--- src/rtl/proc_state_seq_pkg.sv ---
// Shared definitions for the instruction-cycle sequencer: stage encodings and
// the default counter width.
package proc_state_seq_pkg;

   localparam int unsigned PROC_CNT_WIDTH_DEF = 32;

   typedef enum logic [2:0] {
      PROC_ST_IDLE      = 3'b000,
      PROC_ST_FETCH     = 3'b001,
      PROC_ST_DECODE    = 3'b010,
      PROC_ST_EXECUTE   = 3'b011,
      PROC_ST_MEMORY    = 3'b100,
      PROC_ST_WRITEBACK = 3'b101,
      PROC_ST_HALTED    = 3'b110
   } proc_state_e;

endpackage

--- src/rtl/proc_wrap_counter.sv ---
// Synchronous-reset up-counter that wraps silently at 2^WIDTH.
module proc_wrap_counter #(
   parameter int unsigned WIDTH = 32
) (
   input  logic             CLK,
   input  logic             RST,
   input  logic             INC,
   output logic [WIDTH-1:0] Q
);

   logic [WIDTH-1:0] cnt_q, cnt_d;

   always_comb begin
      cnt_d = cnt_q;
      if (INC) cnt_d = cnt_q + WIDTH'(1);
   end

   always_ff @(posedge CLK) begin
      if (RST) cnt_q <= '0;
      else     cnt_q <= cnt_d;
   end

   assign Q = cnt_q;

endmodule

--- src/rtl/proc_state_seq.sv ---
// Five-stage fetch/decode/execute/memory/writeback sequencer with start, stall,
// halt and a retired-instruction count. PROC_CYCLE_CNT_EN adds a running-cycle counter.
module proc_state_seq
   import proc_state_seq_pkg::*;
#(
   parameter int unsigned CNT_WIDTH = PROC_CNT_WIDTH_DEF
) (
   input  logic                 CLK,
   input  logic                 RST,
   input  logic                 START,
   input  logic                 STALL,
   input  logic                 HALT,
   output logic [2:0]           STATE,
   output logic                 RUNNING,
   output logic                 STEP_DONE,
   output logic [CNT_WIDTH-1:0] INSTR_CNT
`ifdef PROC_CYCLE_CNT_EN
   ,
   output logic [CNT_WIDTH-1:0] CYCLE_CNT
`endif
);

   proc_state_e state_q, state_d;
   logic        halt_pend_q, halt_pend_d;
   logic        step_done_q;
   logic        wb_exit;

   always_ff @(posedge CLK) begin
      if (RST) begin
         state_q     <= PROC_ST_IDLE;
         halt_pend_q <= 1'b0;
         step_done_q <= 1'b0;
      end else begin
         state_q     <= state_d;
         halt_pend_q <= halt_pend_d;
         step_done_q <= wb_exit;
      end
   end

   always_comb begin
      state_d     = state_q;
      halt_pend_d = halt_pend_q;
      wb_exit     = 1'b0;
      case (state_q)
         PROC_ST_IDLE:    if (START) state_d = PROC_ST_FETCH;
         PROC_ST_FETCH:   if (!STALL) state_d = PROC_ST_DECODE;
         PROC_ST_DECODE: begin
            if (!STALL) begin
               state_d = PROC_ST_EXECUTE;
               if (HALT) halt_pend_d = 1'b1;
            end
         end
         PROC_ST_EXECUTE: if (!STALL) state_d = PROC_ST_MEMORY;
         PROC_ST_MEMORY:  if (!STALL) state_d = PROC_ST_WRITEBACK;
         PROC_ST_WRITEBACK: begin
            // A stalled writeback holds both the retire count and any pending halt.
            if (!STALL) begin
               wb_exit     = 1'b1;
               halt_pend_d = 1'b0;
               state_d     = halt_pend_q ? PROC_ST_HALTED : PROC_ST_FETCH;
            end
         end
         PROC_ST_HALTED:  state_d = PROC_ST_HALTED;
         default:         state_d = PROC_ST_IDLE;
      endcase
   end

   assign STATE     = state_q;
   assign RUNNING   = (state_q != PROC_ST_IDLE) && (state_q != PROC_ST_HALTED);
   assign STEP_DONE = step_done_q;

   proc_wrap_counter #(.WIDTH(CNT_WIDTH)) u_instr_cnt (
      .CLK (CLK),
      .RST (RST),
      .INC (wb_exit),
      .Q   (INSTR_CNT)
   );

`ifdef PROC_CYCLE_CNT_EN
   proc_wrap_counter #(.WIDTH(CNT_WIDTH)) u_cycle_cnt (
      .CLK (CLK),
      .RST (RST),
      .INC (RUNNING),
      .Q   (CYCLE_CNT)
   );
`endif

endmodule

--- config.mk ---
export PLATFORM = sky130hd
export DESIGN_NAME = proc_state_seq
export DESIGN_NICKNAME = d
export VERILOG_FILES = /design/src/rtl/proc_state_seq_pkg.sv /design/src/rtl/proc_wrap_counter.sv /design/src/rtl/proc_state_seq.sv
export SDC_FILE = /design/constraint.sdc
export NUM_CORES = 1
export LEC_CHECK = 0
export CORE_ASPECT_RATIO = 0.9
export CORE_UTILIZATION = 45
export CTS_CLUSTER_DIAMETER = 30
export DETAILED_ROUTE_END_ITERATION = 16
export PLACE_DENSITY = 0.83
export RECOVER_POWER = 100
export SYNTH_ARGS = -nofsm -noshare
export SYNTH_HDL_FRONTEND = slang
export SYNTH_HIERARCHICAL = 1
export SYNTH_SLANG_ARGS = --single-unit
--- constraint.sdc ---
create_clock -name CLK -period 2.2 [get_ports CLK]
set_clock_uncertainty 0.1 [all_clocks]
set_input_delay 0.44 -clock CLK [delete_from_list [all_inputs] [get_ports CLK]]
set_output_delay 0.44 -clock CLK [all_outputs]
set_load 0.1 [all_outputs]
==> metrics.txt, run 1 <==
antenna viol nets, final=0; number of buffers on the longest clock path=2; final routed wirelength across all metal layers=3959 um; largest family of logic cells by synthesized area=simple AND/OR/NAND/NOR gates; sequential share of the synthesized area=40.66%; fraction of final layout cells with drive strength greater than 1=about two fifths; share of Yosys cell area claimed by the top area cell type=around 41%; Vias per Instance=~5.4; max-cap viol count=0; Finish-stage setup viols=0; relative slew slack=63.50%; status=finished, final reports clean; Post-Synthesis Mean Instance Area=8.593 um^2; leading area contributor after synthesis=sky130_fd_sc_hd__dfxtp_1; drt first pass iters=4; library cells used by synthesis=39; Initial Util=48.15%; DRC viols=0; largest net degree at the start of global routing=between 40 and 50; sort of element at the end of the critical path=flop; DIE HEIGHT=62.36 um; mapped cell area=0.001822 mm^2; area enclosed by the die boundary=~0.0043 mm^2; HP Class=flop to flop; simple-gate portion of the synthesized area=33.31%; Slew Limit Fails=0; mux cell area share after synthesis=roughly 7.3%; data required time of the worst path=2.27 ns; first-pass GRT wire length=roughly 6600 um; worst-case setup slack after placement=-0.2921 ns; Primary FF master, synth=sky130_fd_sc_hd__dfxtp_1; Min Clock Period, post-route=about 2.1 ns; CP cell instances=clkdlybuf4s50_1 > nand4bb_1 > inv_1 > and4_4 > nand4_1 > buf_4 > nor4_4 > mux2_1; sum of negative setup slack=0 ns; classification of the worst setup path=input pin to flop; peak fanout along the critical path=6; x dimension of the die=~70 um; final worst slack=around 0.065 ns; setup slack of the most critical reg-to-reg path=about 0.22 ns; CTS tree=done; cell types with the largest area share after synthesis=sky130_fd_sc_hd__dfxtp_1, sky130_fd_sc_hd__nor2_1, sky130_fd_sc_hd__mux2_2, sky130_fd_sc_hd__nor2b_1, sky130_fd_sc_hd__xor2_1; aggregate global routing overflow=0; hold_buf cts=0; sequential cell area=805.8 um^2; Core Region=~0.0038 mm^2; input/output buffers=between 40 and 50; number of nets in the final layout=~270; initial antenna violation count=0; Synth Net Count=218; source-to-sink clock delay at the later pin of the worst-skew pair=between 0.2 and 0.3 ns; root buffer selected by CTS=sky130_fd_sc_hd__clkbuf_8; post-synthesis share of cell area spent on full adders, half adders and majority gates=less than 1%; Detailed Place HPWL=2697 um; Inserted Clock Buffers=5; slowest library cell on the worst path=sky130_fd_sc_hd__clkdlybuf4s50_1; row count=21; Hold Worst Slack=just under 0.4 ns; Slew @ Worst Pin=0.5498 ns; CTS H-tree lvls=2; CP startpoint kind=input pin; count of final hold-check violations=0; Synth Area in Compound Gates=under 10%; CTS clock-pin slew for the worst setup and hold paths=0.07 ns; Data arrival, critical path=approximately 2.2 ns; power density normalized to cell area=549.2 mW/mm^2; number of sinks handled by clock tree synthesis=37; static leakage=~0.00093 uW; post-synthesis to final-layout area growth=28.98%; EDFF count, synth=0; Max Clk Rate=approximately 470 MHz; number of DRC markers in iteration 0=90; asr flop ratio synth=0%; yosys warns=6; count of fill cells added during filler insertion=approximately 340; number of standard cells after synthesis=between 200 and 250; wire length per cell=around 13 um; total routing usage reported by global routing=about a fifth; number of buffers and inverters on the critical path=3; number of global-route vias before repair=~1,500; kind of cell adding the most delay to the critical path=simple AND/OR/NAND/NOR gates; largest voltage drop on the vdd net=about 0.31 mV; Multi-input gate area=0.001036 mm^2; final worst path period share=a little over nine tenths; delay of the slowest cell on the worst path=about 0.41 ns; diode count=0; I/O pin total=42; synthesized flop and latch total=37; xor-xnor portion of the synthesized cell area=under 10%; RD Place Congestion=0.8574; Via Count=between 1,500 and 2,000
==> worst paths after layout <==
path | start | to | cells after the start
max | STALL | u_instr_cnt/Q[31] | 8
min | u_instr_cnt/Q[22] | u_instr_cnt/Q[22] | 2
max reg2reg | u_instr_cnt/Q[11] | u_instr_cnt/Q[31] | 4
min reg2reg | u_instr_cnt/Q[22] | u_instr_cnt/Q[22] | 2
==> metrics by stage <==
stage               util (%)  area (um^2)  power, uW  std cells
finish                 62.10         2350       1290        307
global route           62.10         2350       1348        307
CTS                    63.10         2387       1308        306
detailed placement     60.98         2307      866.6        298
global placement       60.98         2307      863.5        298
floorplan                  -         1899      809.3        212
==> synth_stat cells, types with 3 or more instances <==
master / number
sky130_fd_sc_hd__or4_1: 3
sky130_fd_sc_hd__o21ai_0: 7
sky130_fd_sc_hd__xnor2_1: 4
sky130_fd_sc_hd__a21oi_1: 9
sky130_fd_sc_hd__nor2_1: 29
sky130_fd_sc_hd__inv_1: 7
sky130_fd_sc_hd__nand3_1: 9
sky130_fd_sc_hd__or3_1: 5
sky130_fd_sc_hd__xor2_1: 9
sky130_fd_sc_hd__and3_1: 3
sky130_fd_sc_hd__nor2b_1: 14
sky130_fd_sc_hd__nor3_1: 11
sky130_fd_sc_hd__and4_1: 3
sky130_fd_sc_hd__dfxtp_1: 37
sky130_fd_sc_hd__mux2_2: 9
sky130_fd_sc_hd__clkbuf_1: 7
sky130_fd_sc_hd__nand2_1: 10
sky130_fd_sc_hd__o31ai_1: 3
sky130_fd_sc_hd__nand4_1: 10
==> registers in the layout, indices dropped and copies added (netlist names) <==
signal,flops
STEP_DONE,1
u_instr_cnt/Q,32
STATE,3
halt_pend_q,1
==> where the power goes <==
group          switching (uW)  internal, uW  leakage [uW]
registers                12.9           667      0.000317
logic                     116          50.2      0.000573
clock network             220           225     0.0000395
total                     348           942      0.000930
==> area by class of cell <==
type | instances | area share [%]
repair buffers | 51 | 14.64
multi-input cells | 158 | 44.09
well taps | 46 | 2.449
clock buffers | 8 | 3.408
flip-flops and latches | 37 | 34.29
inverters | 7 | 1.118
==> per-layer routing <==
layer	GRT usage, %	wire (um)
met1	25.23	1853
met3	5.519	203
met5	0	0
met4	6.122	47
met2	29.00	1853
==> cell usage in the layout, fill, tap and decap left out, types with 2 or more instances in the layout <==
cell / count
sky130_fd_sc_hd__nor2_1: 29
sky130_fd_sc_hd__clkbuf_2: 28
sky130_fd_sc_hd__dfxtp_2: 19
sky130_fd_sc_hd__buf_4: 16
sky130_fd_sc_hd__nor2b_1: 15
sky130_fd_sc_hd__dfxtp_4: 11
sky130_fd_sc_hd__nor3_1: 10
sky130_fd_sc_hd__nand2_1: 10
sky130_fd_sc_hd__nand4_1: 10
sky130_fd_sc_hd__mux2_2: 9
sky130_fd_sc_hd__xor2_1: 9
sky130_fd_sc_hd__a21oi_1: 8
sky130_fd_sc_hd__nand3_1: 8
sky130_fd_sc_hd__dfxtp_1: 7
sky130_fd_sc_hd__inv_1: 7
sky130_fd_sc_hd__o21ai_0: 7
sky130_fd_sc_hd__or3_1: 5
sky130_fd_sc_hd__clkbuf_8: 5
sky130_fd_sc_hd__clkbuf_1: 4
sky130_fd_sc_hd__clkdlybuf4s50_1: 4
sky130_fd_sc_hd__xnor2_1: 4
sky130_fd_sc_hd__and3_1: 3
sky130_fd_sc_hd__o31ai_1: 3
sky130_fd_sc_hd__buf_12: 2
sky130_fd_sc_hd__or4_4: 2
sky130_fd_sc_hd__or4_1: 2
sky130_fd_sc_hd__and4_1: 2
sky130_fd_sc_hd__mux2_1: 2
==> worst reg2reg max path: stages, from the launching register on <==
cell	delay [ns]
sky130_fd_sc_hd__dfxtp_4	0.37
sky130_fd_sc_hd__nand4_2	0.14
sky130_fd_sc_hd__or4_4	0.64
sky130_fd_sc_hd__nor4_4	0.28
sky130_fd_sc_hd__mux2_1	0.34
==> repair_timing <==
action                     CTS  global route
resized for setup            0             8
setup endpoints to repair    0            14
buffers inserted             0             1
==> cell families (layout without fill, tap and decap cells) <==
| family | count (synthesis) | count (layout) |
|---|---|---|
| adder cells (fa/ha/maj) | 1 | 1 |
| XOR/XNOR | 13 | 13 |
| AO/OA/AOI/OAI | 23 | 23 |
| multiplexers | 12 | 12 |
| AND/OR/NAND/NOR | 109 | 109 |
| buffers and inverters | 17 | 66 |
| flip-flops | 37 | 37 |
Power figures use the tool's default switching activity.
==> inputs of run 2 (changes only) <==
CELL_PAD_IN_SITES_DETAIL_PLACEMENT = 0   (was unset)
CELL_PAD_IN_SITES_GLOBAL_PLACEMENT = 2   (was unset)
CORE_UTILIZATION = 26   (was 45)
CTS_CLUSTER_DIAMETER = 100   (was 30)
PLACE_DENSITY = 0.82   (was 0.83)
==> metrics.txt, run 2 (same netlist as run 1, synthesis figures left out) <==
diode count=0; wire length per cell=roughly 13 um; antenna viol nets, final=0; input/output buffers=between 40 and 50; post-synthesis to final-layout area growth=34.34%; net switching power of the design=370.0 uW; power density normalized to cell area=534.8 mW/mm^2; Slew @ Worst Pin=0.5505 ns; setup slack of the most critical reg-to-reg path=0.20 ns; fraction of final layout cells with drive strength greater than 1=40.91%; internal power summed over all cells=roughly 940 uW; Max Clk Rate=468.7 MHz; final routed wirelength across all metal layers=between 4000 and 5000 um; unrepaired setup endpoints after global routing=yes; clock share of power=a little over a third; most common cell after layout, fill and taps aside=sky130_fd_sc_hd__nor2_1; relative slew slack=between 60% and 70%; first-pass GRT wire length=~7000 um; CTS clock-pin slew for the worst setup and hold paths=roughly 0.08 ns; CTS H-tree lvls=2; slowest library cell on the worst path=sky130_fd_sc_hd__clkdlybuf4s50_1; Initial Util=27.37%; CTS tree=done; I/O pin total=42; kind of cell adding the most delay to the critical path=simple AND/OR/NAND/NOR gates; number of nets in the final layout=~270; static leakage=~0.00096 uW; Vias per Instance=approximately 4.7; final worst slack=roughly 0.066 ns; Worst Hold Launch=u_instr_cnt/Q[22]; status=finished, final reports clean; Via Count=1,663; overall power of the completed layout=between 1000 and 1500 uW; Multi-input gate area=just over 0.001 mm^2; count of fill cells added during filler insertion=717; DRC viols=0; buffer count from post-CTS setup fixing=0; switching share of total power=28.27%; sort of element at the end of the critical path=flop; DIE HEIGHT=about 81 um; max-cap viol count=0; x dimension of the die=~90 um; Inserted Clock Buffers=5; number of sinks handled by clock tree synthesis=37; drt first pass iters=4; number of buffers and inverters on the critical path=3; Hold Worst Slack=0.4002 ns; Finish-stage setup viols=0; count of final hold-check violations=0; sum of negative setup slack=0 ns; data required time of the worst path=2.28 ns; worst-case setup slack after placement=-0.2995 ns; Data arrival, critical path=between 2 and 2.5 ns; root buffer selected by CTS=sky130_fd_sc_hd__clkbuf_8; classification of the worst setup path=input pin to flop; Slew Limit Fails=0; final worst path period share=96.99%; number of buffers on the longest clock path=2; aggregate global routing overflow=0; cell depth of the worst min-delay path=2; number of global-route vias before repair=about 1,400; Register-to-Register Path Depth=4; cell total after placement=between 300 and 400; Detailed Place HPWL=roughly 3200 um; source-to-sink clock delay at the later pin of the worst-skew pair=between 0.2 and 0.3 ns; largest net degree at the start of global routing=between 40 and 50; HP Class=flop to flop; peak fanout along the critical path=6; RD Place Congestion=0.7373; leading cell types in the layout, fill and taps excluded=sky130_fd_sc_hd__nor2_1, sky130_fd_sc_hd__buf_4, sky130_fd_sc_hd__clkbuf_2; number of flip-flops under the largest register name=32; row count=28; area enclosed by the die boundary=roughly 0.0073 mm^2; fraction of power consumed by combinational cells=approximately 13%; Core Region=0.006656 mm^2; critical register-to-register path startpoint=u_instr_cnt/Q[11]; CP cell instances=clkdlybuf4s50_1 > nand4bb_1 > inv_1 > and4_4 > nand4_1 > buf_6 > nor4_4 > mux2_4; sequential cell area=roughly 810 um^2; delay of the slowest cell on the worst path=roughly 0.42 ns; register share of total power=51.8%; number of DRC markers in iteration 0=between 70 and 80; Finished Layout Cells=354; initial antenna violation count=0; Worst R2R End=u_instr_cnt/Q[31]; Min Clock Period, post-route=between 2 and 2.5 ns; total routing usage reported by global routing=12.30%; hold-critical path endpoint=u_instr_cnt/Q[22]; largest voltage drop on the vdd net=approximately 0.28 mV; CP startpoint kind=input pin
run 2: how the worst max path moves through the flow:
stage                        endpoint  cells past startpoint  slack, ns      from
floorplan           u_instr_cnt/Q[27]                      8      -0.04  STATE[2]
global placement    u_instr_cnt/Q[26]                      8      -0.26     STALL
detailed placement  u_instr_cnt/Q[31]                      8      -0.30     STALL
CTS                 u_instr_cnt/Q[31]                      8      0.007     STALL
global route        u_instr_cnt/Q[21]                      7     -0.008     STALL
finish              u_instr_cnt/Q[31]                      8       0.07     STALL
run 2: layout make-up:
| cell class | instances | area share, % |
|---|---|---|
| Multi-Input combinational cell | 158 | 42.13 |
| Sequential cell | 37 | 32.92 |
| Timing Repair Buffer | 54 | 15.90 |
| Tap cell | 90 | 4.601 |
| Clock buffer | 6 | 2.965 |
| Inverter | 7 | 1.074 |
| Clock inverter | 2 | 0.4090 |
run 2: worst min-delay path, delay by kind of cell (launching register included):
kind	cells	cell delay, ns
DFF	1	0.34
AOI/OAI and AO/OA	2	0.12
run 2: stage by stage:
| stage | area, um^2 | util, % |
|---|---|---|
| 2_1_floorplan | 1899 | - |
| 3_3_place_gp | 2392 | 35.94 |
| 3_5_place_dp | 2392 | 35.94 |
| 4_1_cts | 2475 | 37.18 |
| 5_1_grt | 2447 | 36.77 |
| 6_report | 2447 | 36.77 |
run 2: metal layers:
| metal | up-vias | track usage, % | wire, um |
|---|---|---|---|
| met1 | 785 | 16.61 | 2358 |
| met5 | - | 0 | 0 |
| met4 | 0 | 4.355 | 55 |
| li1 | 850 | - | - |
| met3 | 5 | 3.241 | 135 |
| met2 | 23 | 19.01 | 1996 |
run 2: repair_timing:
action / 4_1_cts / 5_1_grt
setup endpoints to repair: 0 / 15
hold endpoints to repair: 0 / 0
gates resized for setup: 0 / 7
hold buffers: 0 / 0
run 2: power groups by stage:
| stage | sequential, uW | combinational (uW) | clock, uW |
|---|---|---|---|
| 6_report | 678 | 168 | 462 |
| 4_1_cts | 679 | 172 | 486 |
| 3_3_place_gp | 695 | 172 | 0 |
| 2_1_floorplan | 736 | 73.1 | 0 |
| 5_1_grt | 680 | 178 | 513 |
| 3_5_place_dp | 695 | 172 | 0 |
